## src/rtl/scmp_mem_arbiter_pkg.sv

```systemverilog
// Shared types, default widths and the arbitration rule for the SC/MP RAM arbiter.
package scmp_mem_pkg;

    localparam int ADDR_W_DEF = 12;
    localparam int DATA_W_DEF = 8;
    localparam int MEM_AW_DEF = 7;

    typedef enum logic [1:0] {IDLE, ACC, CAP} arb_state_t;
    typedef enum logic {GNT_CPU, GNT_DBG} grant_t;

    // Round-robin: on contention the side that did not win last time goes first.
    function automatic grant_t pick_grant(input logic cpu_cand, input logic dbg_cand,
                                          input grant_t last);
        if (cpu_cand && dbg_cand)
            return (last == GNT_DBG) ? GNT_CPU : GNT_DBG;
        return cpu_cand ? GNT_CPU : GNT_DBG;
    endfunction

endpackage

```

## src/rtl/scmp_mem_arbiter_if.sv

```systemverilog
// Debug/loader request port of the RAM arbiter.
// Handshake: requester raises req with we/addr/wdata stable and holds it until ack; ack is a
// one-cycle pulse with rdata valid in that cycle. req seen in the ack cycle is ignored; req high
// in the following cycle is a new access.
interface scmp_mem_arbiter_if
    import scmp_mem_pkg::*;
#(
    parameter int ADDR_W = ADDR_W_DEF,
    parameter int DATA_W = DATA_W_DEF
);
    logic              req;
    logic              we;
    logic [ADDR_W-1:0] addr;
    logic [DATA_W-1:0] wdata;
    logic              ack;
    logic [DATA_W-1:0] rdata;

    modport master (output req, we, addr, wdata, input ack, rdata);
    modport slave  (input req, we, addr, wdata, output ack, rdata);
endinterface

```

## src/rtl/scmp_mem_arbiter_strobe_sync.sv

```systemverilog
// Multi-flop synchroniser for an active-low CPU strobe with a falling-edge pulse output.
// Flops reset to 1 (strobe inactive) so reset release never produces a spurious edge.
module strobe_sync #(
    parameter int STAGES = 2
) (
    input  logic clk,
    input  logic rst_n,
    input  logic strobe_n,
    output logic level,
    output logic fall
);
    logic [STAGES-1:0] sync_q;
    logic              prev_q;

    always_ff @(posedge clk or negedge rst_n) begin
        if (!rst_n) begin
            sync_q <= '1;
            prev_q <= 1'b1;
        end else begin
            sync_q <= {sync_q[STAGES-2:0], strobe_n};
            prev_q <= sync_q[STAGES-1];
        end
    end

    assign level = sync_q[STAGES-1];
    assign fall  = prev_q & ~sync_q[STAGES-1];
endmodule

```

## src/rtl/scmp_mem_arbiter.sv

```systemverilog
// Shares one synchronous byte RAM between the SC/MP CPU strobe bus and a debug requester.
// Every access is two cycles (ACC drives the RAM, CAP collects read data) after an IDLE grant.
module scmp_mem_arbiter
    import scmp_mem_pkg::*;
#(
    parameter int ADDR_W      = ADDR_W_DEF,
    parameter int DATA_W      = DATA_W_DEF,
    parameter int MEM_AW      = MEM_AW_DEF,
    parameter int SYNC_STAGES = 2
) (
    input  logic                  clk,
    input  logic                  rst_n,
    input  logic                  cpu_rd_n,
    input  logic                  cpu_wr_n,
    input  logic [ADDR_W-1:0]     cpu_addr,
    input  logic [DATA_W-1:0]     cpu_wdata,
    output logic [DATA_W-1:0]     cpu_rdata,
    output logic                  cpu_ready,
    scmp_mem_arbiter_if.slave     dbg,
    output logic [MEM_AW-1:0]     mem_addr,
    output logic                  mem_we,
    output logic [DATA_W-1:0]     mem_wdata,
    input  logic [DATA_W-1:0]     mem_rdata,
    output arb_state_t            arb_state
);
    logic rd_level, rd_fall, wr_level, wr_fall;

    strobe_sync #(.STAGES(SYNC_STAGES)) u_rd_sync (
        .clk(clk), .rst_n(rst_n), .strobe_n(cpu_rd_n), .level(rd_level), .fall(rd_fall)
    );
    strobe_sync #(.STAGES(SYNC_STAGES)) u_wr_sync (
        .clk(clk), .rst_n(rst_n), .strobe_n(cpu_wr_n), .level(wr_level), .fall(wr_fall)
    );

    arb_state_t        state, state_nxt;
    grant_t            last_grant, grant_nxt, gnt;
    logic              cur_we, we_nxt;
    logic              cpu_pend, cpu_op_wr, cpu_done;
    logic [MEM_AW-1:0] addr_nxt;
    logic              mem_we_nxt;
    logic [DATA_W-1:0] wdata_nxt;
    logic              dbg_ack_q, ack_nxt;
    logic [DATA_W-1:0] dbg_rdata_q, dbg_rdata_nxt;
    logic [DATA_W-1:0] cpu_rdata_q, cpu_rdata_nxt;
    logic              cpu_fall, cpu_cand, cpu_wr_now, dbg_cand;
    logic              unused_hi;

    // A fresh edge is granted in the cycle it is seen; it is also latched so it survives a busy FSM.
    // Both strobes low counts as a write because the synced write level is checked at the edge.
    assign cpu_fall   = rd_fall | wr_fall;
    assign cpu_cand   = cpu_pend | cpu_fall;
    assign cpu_wr_now = cpu_fall ? ~wr_level : cpu_op_wr;
    assign dbg_cand   = dbg.req & ~dbg_ack_q;

    always_ff @(posedge clk or negedge rst_n) begin
        if (!rst_n) begin
            cpu_pend  <= 1'b0;
            cpu_op_wr <= 1'b0;
        end else begin
            if (cpu_done)
                cpu_pend <= 1'b0;
            if (cpu_fall) begin
                cpu_pend  <= 1'b1;
                cpu_op_wr <= ~wr_level;
            end
        end
    end

    always_ff @(posedge clk or negedge rst_n) begin
        if (!rst_n) begin
            state       <= IDLE;
            last_grant  <= GNT_DBG;
            cur_we      <= 1'b0;
            mem_addr    <= '0;
            mem_we      <= 1'b0;
            mem_wdata   <= '0;
            dbg_ack_q   <= 1'b0;
            dbg_rdata_q <= '0;
            cpu_rdata_q <= '0;
        end else begin
            state       <= state_nxt;
            last_grant  <= grant_nxt;
            cur_we      <= we_nxt;
            mem_addr    <= addr_nxt;
            mem_we      <= mem_we_nxt;
            mem_wdata   <= wdata_nxt;
            dbg_ack_q   <= ack_nxt;
            dbg_rdata_q <= dbg_rdata_nxt;
            cpu_rdata_q <= cpu_rdata_nxt;
        end
    end

    always_comb begin
        state_nxt     = state;
        grant_nxt     = last_grant;
        we_nxt        = cur_we;
        addr_nxt      = mem_addr;
        mem_we_nxt    = 1'b0;
        wdata_nxt     = mem_wdata;
        ack_nxt       = 1'b0;
        dbg_rdata_nxt = dbg_rdata_q;
        cpu_rdata_nxt = cpu_rdata_q;
        cpu_done      = 1'b0;
        gnt           = pick_grant(cpu_cand, dbg_cand, last_grant);
        unique case (state)
            IDLE: begin
                if (cpu_cand || dbg_cand) begin
                    state_nxt = ACC;
                    grant_nxt = gnt;
                    if (gnt == GNT_CPU) begin
                        addr_nxt = cpu_addr[MEM_AW-1:0];
                        we_nxt   = cpu_wr_now;
                        if (cpu_wr_now)
                            wdata_nxt = cpu_wdata;
                    end else begin
                        addr_nxt = dbg.addr[MEM_AW-1:0];
                        we_nxt   = dbg.we;
                        if (dbg.we)
                            wdata_nxt = dbg.wdata;
                    end
                    mem_we_nxt = we_nxt;
                end
            end
            ACC: state_nxt = CAP;
            CAP: begin
                state_nxt = IDLE;
                if (last_grant == GNT_DBG) begin
                    ack_nxt = 1'b1;
                    if (!cur_we)
                        dbg_rdata_nxt = mem_rdata;
                end else begin
                    cpu_done = 1'b1;
                    if (!cur_we)
                        cpu_rdata_nxt = mem_rdata;
                end
            end
            default: state_nxt = IDLE;
        endcase
    end

    // Upper address bits alias onto the small RAM.
    assign unused_hi = ^{cpu_addr[ADDR_W-1:MEM_AW], dbg.addr[ADDR_W-1:MEM_AW]};

    assign cpu_rdata = cpu_rd_n ? '1 : cpu_rdata_q;
    assign cpu_ready = ~(cpu_pend | cpu_fall);
    assign dbg.ack   = dbg_ack_q;
    assign dbg.rdata = dbg_rdata_q;
    assign arb_state = state;
endmodule

```

## src/flat_wrapper.sv

```systemverilog
// flat-port wrapper written by rule: the top's interface ports become plain ports
module scmp_mem_arbiter_flat import scmp_mem_pkg::*;
#(
    parameter int ADDR_W      = ADDR_W_DEF,
    parameter int DATA_W      = DATA_W_DEF,
    parameter int MEM_AW      = MEM_AW_DEF,
    parameter int SYNC_STAGES = 2
)
  (clk, rst_n, cpu_rd_n, cpu_wr_n, cpu_addr, cpu_wdata, cpu_rdata, cpu_ready, mem_addr, mem_we, mem_wdata, mem_rdata, arb_state, dbg_req, dbg_we, dbg_addr, dbg_wdata, dbg_ack, dbg_rdata);
  scmp_mem_arbiter_if #(.ADDR_W(ADDR_W), .DATA_W(DATA_W)) dbg_i ();
  input  logic clk;
  input  logic rst_n;
  input  logic cpu_rd_n;
  input  logic cpu_wr_n;
  input  logic [ADDR_W-1:0] cpu_addr;
  input  logic [DATA_W-1:0] cpu_wdata;
  output logic [DATA_W-1:0] cpu_rdata;
  output logic cpu_ready;
  output logic [MEM_AW-1:0] mem_addr;
  output logic mem_we;
  output logic [DATA_W-1:0] mem_wdata;
  input  logic [DATA_W-1:0] mem_rdata;
  output arb_state_t arb_state;
  input wire logic [$bits(dbg_i.req)-1:0] dbg_req;
  input wire logic [$bits(dbg_i.we)-1:0] dbg_we;
  input wire logic [$bits(dbg_i.addr)-1:0] dbg_addr;
  input wire logic [$bits(dbg_i.wdata)-1:0] dbg_wdata;
  output wire logic [$bits(dbg_i.ack)-1:0] dbg_ack;
  output wire logic [$bits(dbg_i.rdata)-1:0] dbg_rdata;
  assign dbg_i.req = dbg_req;
  assign dbg_i.we = dbg_we;
  assign dbg_i.addr = dbg_addr;
  assign dbg_i.wdata = dbg_wdata;
  assign dbg_ack = dbg_i.ack;
  assign dbg_rdata = dbg_i.rdata;
  scmp_mem_arbiter #(.ADDR_W(ADDR_W), .DATA_W(DATA_W), .MEM_AW(MEM_AW), .SYNC_STAGES(SYNC_STAGES)) u_core (.clk(clk), .rst_n(rst_n), .cpu_rd_n(cpu_rd_n), .cpu_wr_n(cpu_wr_n), .cpu_addr(cpu_addr), .cpu_wdata(cpu_wdata), .cpu_rdata(cpu_rdata), .cpu_ready(cpu_ready), .dbg(dbg_i), .mem_addr(mem_addr), .mem_we(mem_we), .mem_wdata(mem_wdata), .mem_rdata(mem_rdata), .arb_state(arb_state));
endmodule
```

## config.mk

```make
export PLATFORM = sky130hd
export DESIGN_NAME = scmp_mem_arbiter_flat
export DESIGN_NICKNAME = d
export VERILOG_FILES = /design/src/rtl/scmp_mem_arbiter_pkg.sv /design/src/rtl/scmp_mem_arbiter_if.sv /design/src/rtl/scmp_mem_arbiter_strobe_sync.sv /design/src/rtl/scmp_mem_arbiter.sv /design/src/flat_wrapper.sv
export SDC_FILE = /design/constraint.sdc
export NUM_CORES = 1
export LEC_CHECK = 0
export CAP_MARGIN = 20
export CORE_ASPECT_RATIO = 1.2
export CORE_MARGIN = 8
export CORE_UTILIZATION = 44
export CTS_CLUSTER_SIZE = 12
export DETAILED_ROUTE_END_ITERATION = 8
export PLACE_DENSITY_LB_ADDON = 0.12
export SYNTH_ARGS = -nofsm -noshare
export SYNTH_HDL_FRONTEND = slang
export SYNTH_SLANG_ARGS = --single-unit
```

## constraint.sdc

```tcl
create_clock -name clk -period 5.3 [get_ports clk]
set_input_delay 1.06 -clock clk [delete_from_list [all_inputs] [get_ports clk]]
set_output_delay 1.06 -clock clk [all_outputs]
set_load 0.02 [all_outputs]
```

Word level (Yosys, flattened, before mapping):

Index checks and enable logic that the tools add are counted.

* eq/ne operators: 4
* mux-type cells: 21
* bitwise logic cells: 11
* reductions and logical operators: 9

Operators with widths (count)
* two-way mux 8 bit: 4
* two-way mux 1 bit: 14
* two-way mux 7 bit: 1
* inverter 1 bit: 6
* AND reduction 3 bit: 2
* one-hot mux 2 bit (2 select lines): 1
* AND reduction 4 bit: 1
* nonzero test 2 bit: 2
* AND 1 bit: 3
* == test 2 x 1 -> 1 bit, second input constant: 1
* == test 2 bit, second input constant: 1
* zero test 2 bit: 1
* two-way mux 2 bit: 1
* inequality test 2 x 1 -> 1 bit, second input constant: 1
* inequality test 2 bit, second input constant: 1
* OR 1 bit: 2
* AND reduction 2 bit: 1
* logical AND 1 bit: 1
* logical OR 1 bit: 1

* register bits after elaboration: 45
* bits of input ports: 54
* output and inout port bits: 36
* logic and storage cells: 60

Longest topological paths before layout:

* depth after elaboration: 10
* gate-level depth with buffers: 6
* gate-level depth less buffers: 5

By module:

From an unflattened synthesis, not the netlist that was laid out.

* cell total of the unflattened synthesis: 136
* area total of the unflattened synthesis: 1924.3 um^2

Modules (own cells, without submodules)
* scmp_mem_arbiter: times used 1, cells an instance 128, area an instance 1739.2 um^2, seq. area each 977.2 um^2
* strobe_sync: times used 2, cells an instance 4, area an instance 92.6 um^2, seq. area each 78.8 um^2

Worst setup path after synthesis:

No wires, ideal clock.

* path type: input-to-output
* start: input cpu_rd_n
* end: output cpu_rdata[0]
* arrival: 1.397 ns
* required time: 4.240 ns
* path slack: 2.843 ns
* stages on the path: 1
* path buffers: 0
* cell sequence: or2_2

* word-level cells in the longest chain between the ends: 1

Ends and longest elaborated chain
* start, declared: line flat_wrapper.sv:13 `input logic cpu_rd_n;`
* two-way mux 8 bit: line scmp_mem_arbiter.sv:144 `assign cpu_rdata = cpu_rd_n ? '1 : cpu_rdata_q;`
* end, declared: line flat_wrapper.sv:17 `output logic [DATA_W-1:0] cpu_rdata;`

Every way passes these cells.

Worst setup path after layout:

Same ends and word-level chain as after synthesis.

==> results.md <==
* Outcome: finished clean
* Largest area contributor in the netlist: dfrtp_1
* Final Setup Violations at 0
* Global-route wire length before repair at 7.39 mm
* Period minus WS final at 3590 ps
* Simple-gate area share of the yosys netlist at 0.0923
* CTS Root Buffer Type: clkbuf_8
* Antenna cells at 0
* Slew Limit Fails at 0
* Post-Syn Area at 1940 um^2
* Crit. End Element: output pin
* CTS tree: done
* Most frequent cell on the critical path: clkdlybuf4s50_1
* Setup bufs post-CTS at 0
* Setup WS post-layout at 1710 ps
* Final GP Congestion at 0.788
* Layout area overhead at 48.8%
* Crit share post-route at 0.678
* Final Non-Filler Cells at 276
* Worst-path fanout max at 9
* Routed length per instance at 16.9 um
* Placed insts at 267
* I/O Buffers at 79
* XOR/XNOR share of the synthesized area at 0
* Combinational family with the most area after synthesis: multiplexers
* CTS sink count at 45
* All-Layer GR Usage at 0.138
* Clock network latency to the later pin of the worst-skew pair at 290 ps
* Resized cells post-CTS at 0
* Synth Area in Compound Gates at 0.0684
* CP startpoint kind: input port
* CTS hold repair buffers at 0
* Place WS at 1700 ps
* Ys flop type: dfrtp_1
* Synthesized area per cell at 14.4 um^2
* Die area at 6790 um^2
* Initial antenna violation count at 0
* Share of cells above drive strength 1 at 0.282
* Pwr dens at 564 nW/um^2
* Crit path launch: cpu_rd_n
* Core Box Area at 4260 um^2
* Slew @ Worst Pin at 950 ps
* Dpl hpwl at 3.60 mm
* Post-synthesis mux area share at 0.238
* Setup_tns at 0 ps
* Sequence of cells on the critical path: clkdlybuf4s50_1, or2_2, clkdlybuf4s50_1
* Worst Skew at 4.67 ps
* Initial Utilization at 0.455
* R2R Setup Slk at 2840 ps
* Worst hold start: u_core.u_wr_sync.sync_q[0]$_DFF_PN1_
* Area after DPL at 2770 um^2
* Syn nets at 189
* Die Wd at 76.6 um
* Data required, critical path at 4240 ps
* Ys async rst share at 1.00
* Htree depth at 2
* YS warnings at 0
* Vias in the first global route at 1506
* Vias per Instance at 4.93
* Post-synth EDFFs at 0
* Worst reg2reg startpoint: u_core.u_rd_sync.sync_q[1]$_DFF_PN1_
* CP bufs+invs at 2
* Maximum number of pins on one net before global-route repair at 46
* Synth top cells by count: dfrtp_1 (38), mux2_2 (24)
* Routed vias at 1360
* Clock buffer depth at 2
* CP max stage delay at 560 ps
* Critical path arrival at 2530 ps
* Fmax at 278 MHz
* Clk pin slew, worst setup/hold paths at 80 ps
* LEAKAGE at 1.21 nW
* Post-DRT Antenna Nets at 0
* Final wirelength at 4.66 mm
* Post-synthesis sequential area ratio at 0.586
* Hold Violations, Final at 0
* Worst hold path class: reg2reg
* Die height at 88.7 um
* Pre-antenna DRT Iters at 3
* RSZ-0062 raised after global routing: false
* Mapped Cells at 135
* Synth top area cells: dfrtp_1 (49%), mux2_2 (14%), dfstp_2 (9.5%)
* Synth unique cells at 26
* Worst Path Class, Setup: in2out
* Delay-heaviest family, CP: buffers and inverters
* Most frequent cell after synthesis: dfrtp_1
* Nets@finish at 273
* Num CTS Buffers at 5
* Site Rows at 26
* Top cell type's share of synthesized area at 0.491
* Fin area at 2880 um^2
* I/O Pins at 90
* Initial DRC Count at 49
* Post-synthesis adder-cell area fraction at 0
* Residual DRC at 0
* Max-Cap Viols at 0
* Flops & latches, synth at 45
* Slew margin rel. at 0.367
* Worst vdd ir at 282 uV
* Slowest cell on the critical path: clkdlybuf4s50_1
* GR Overflow Total at 0
## routing by layer
metal  vias up  wire [um]  part of all wire  GRT usage
met5         -          0                 0          0
met4         0         62             0.013     0.0525
met1       678       1690              0.36      0.137
met2        41       2580              0.55      0.253
met3         6        330             0.071     0.0600
li1        635          -                 -          -
## flip-flops by register name, summed over array words and instances, names as in the netlist, 2 cells and up
name and flops:
u_core.u_wr_sync.sync_q 2, u_core.mem_addr 7, u_core.cpu_rdata_q 8, u_core.arb_state 2, u_core.mem_wdata 8, u_core.dbg.rdata 8, u_core.u_rd_sync.sync_q 2
## power by group
part	total, mW	internal [mW]	switching (mW)
logic	0.829	0.448	0.381
registers	0.583	0.497	0.0860
clock network	0.214	0.106	0.108
total	1.63	1.05	0.575
## cell usage in the layout (no fill, tap or decap), types with 3 or more instances in the layout
cell type	n
or2_2	8
nor2_1	4
o21ai_0	8
clkdlybuf4s50_1	78
dfstp_2	7
mux2i_1	7
clkbuf_8	6
inv_1	3
nand2_1	8
dfrtp_1	38
mux2_4	8
mux2_2	24
## worst paths after layout
path                                                   endpoint  cells after the start
min                        u_core.u_wr_sync.sync_q[1]$_DFF_PN1_                      0
max reg2reg                     u_core.mem_wdata[7]$_DFFE_PN0P_                      5
max                                                cpu_rdata[0]                      3
max in group asynchronous         u_core.last_grant$_DFFE_PN1P_                      2
min reg2reg                u_core.u_wr_sync.sync_q[1]$_DFF_PN1_                      0
min in group asynchronous            u_core.cpu_op_wr$_DFF_PN0_                      1
## area by class of cell
cell class | count | area [um^2]
fill | 324 | 1380
inverter | 3 | 11.3
timing repair buffer | 80 | 806
sequential | 45 | 1130
clock buffer | 8 | 90.1
tap | 56 | 70.1
multi-input combinational | 84 | 772
## cell families (layout without fill, tap and decap cells)
kind of cell           count (synthesis)  after routing
multiplexers                          39             39
flip-flops                            45             45
buffers and inverters                  6             91
AND/OR/NAND/NOR                       30             30
AO/OA/AOI/OAI                         15             15
## metrics by stage
stage	power, mW	utilization	hold WS (ps)
2_1_floorplan	1.08	-	345
3_3_place_gp	1.40	0.651	347
3_5_place_dp	1.43	0.651	351
4_1_cts	1.65	0.672	362
5_1_grt	1.72	0.677	371
6_report	1.63	0.677	362
(Power assumes the default switching activity.)
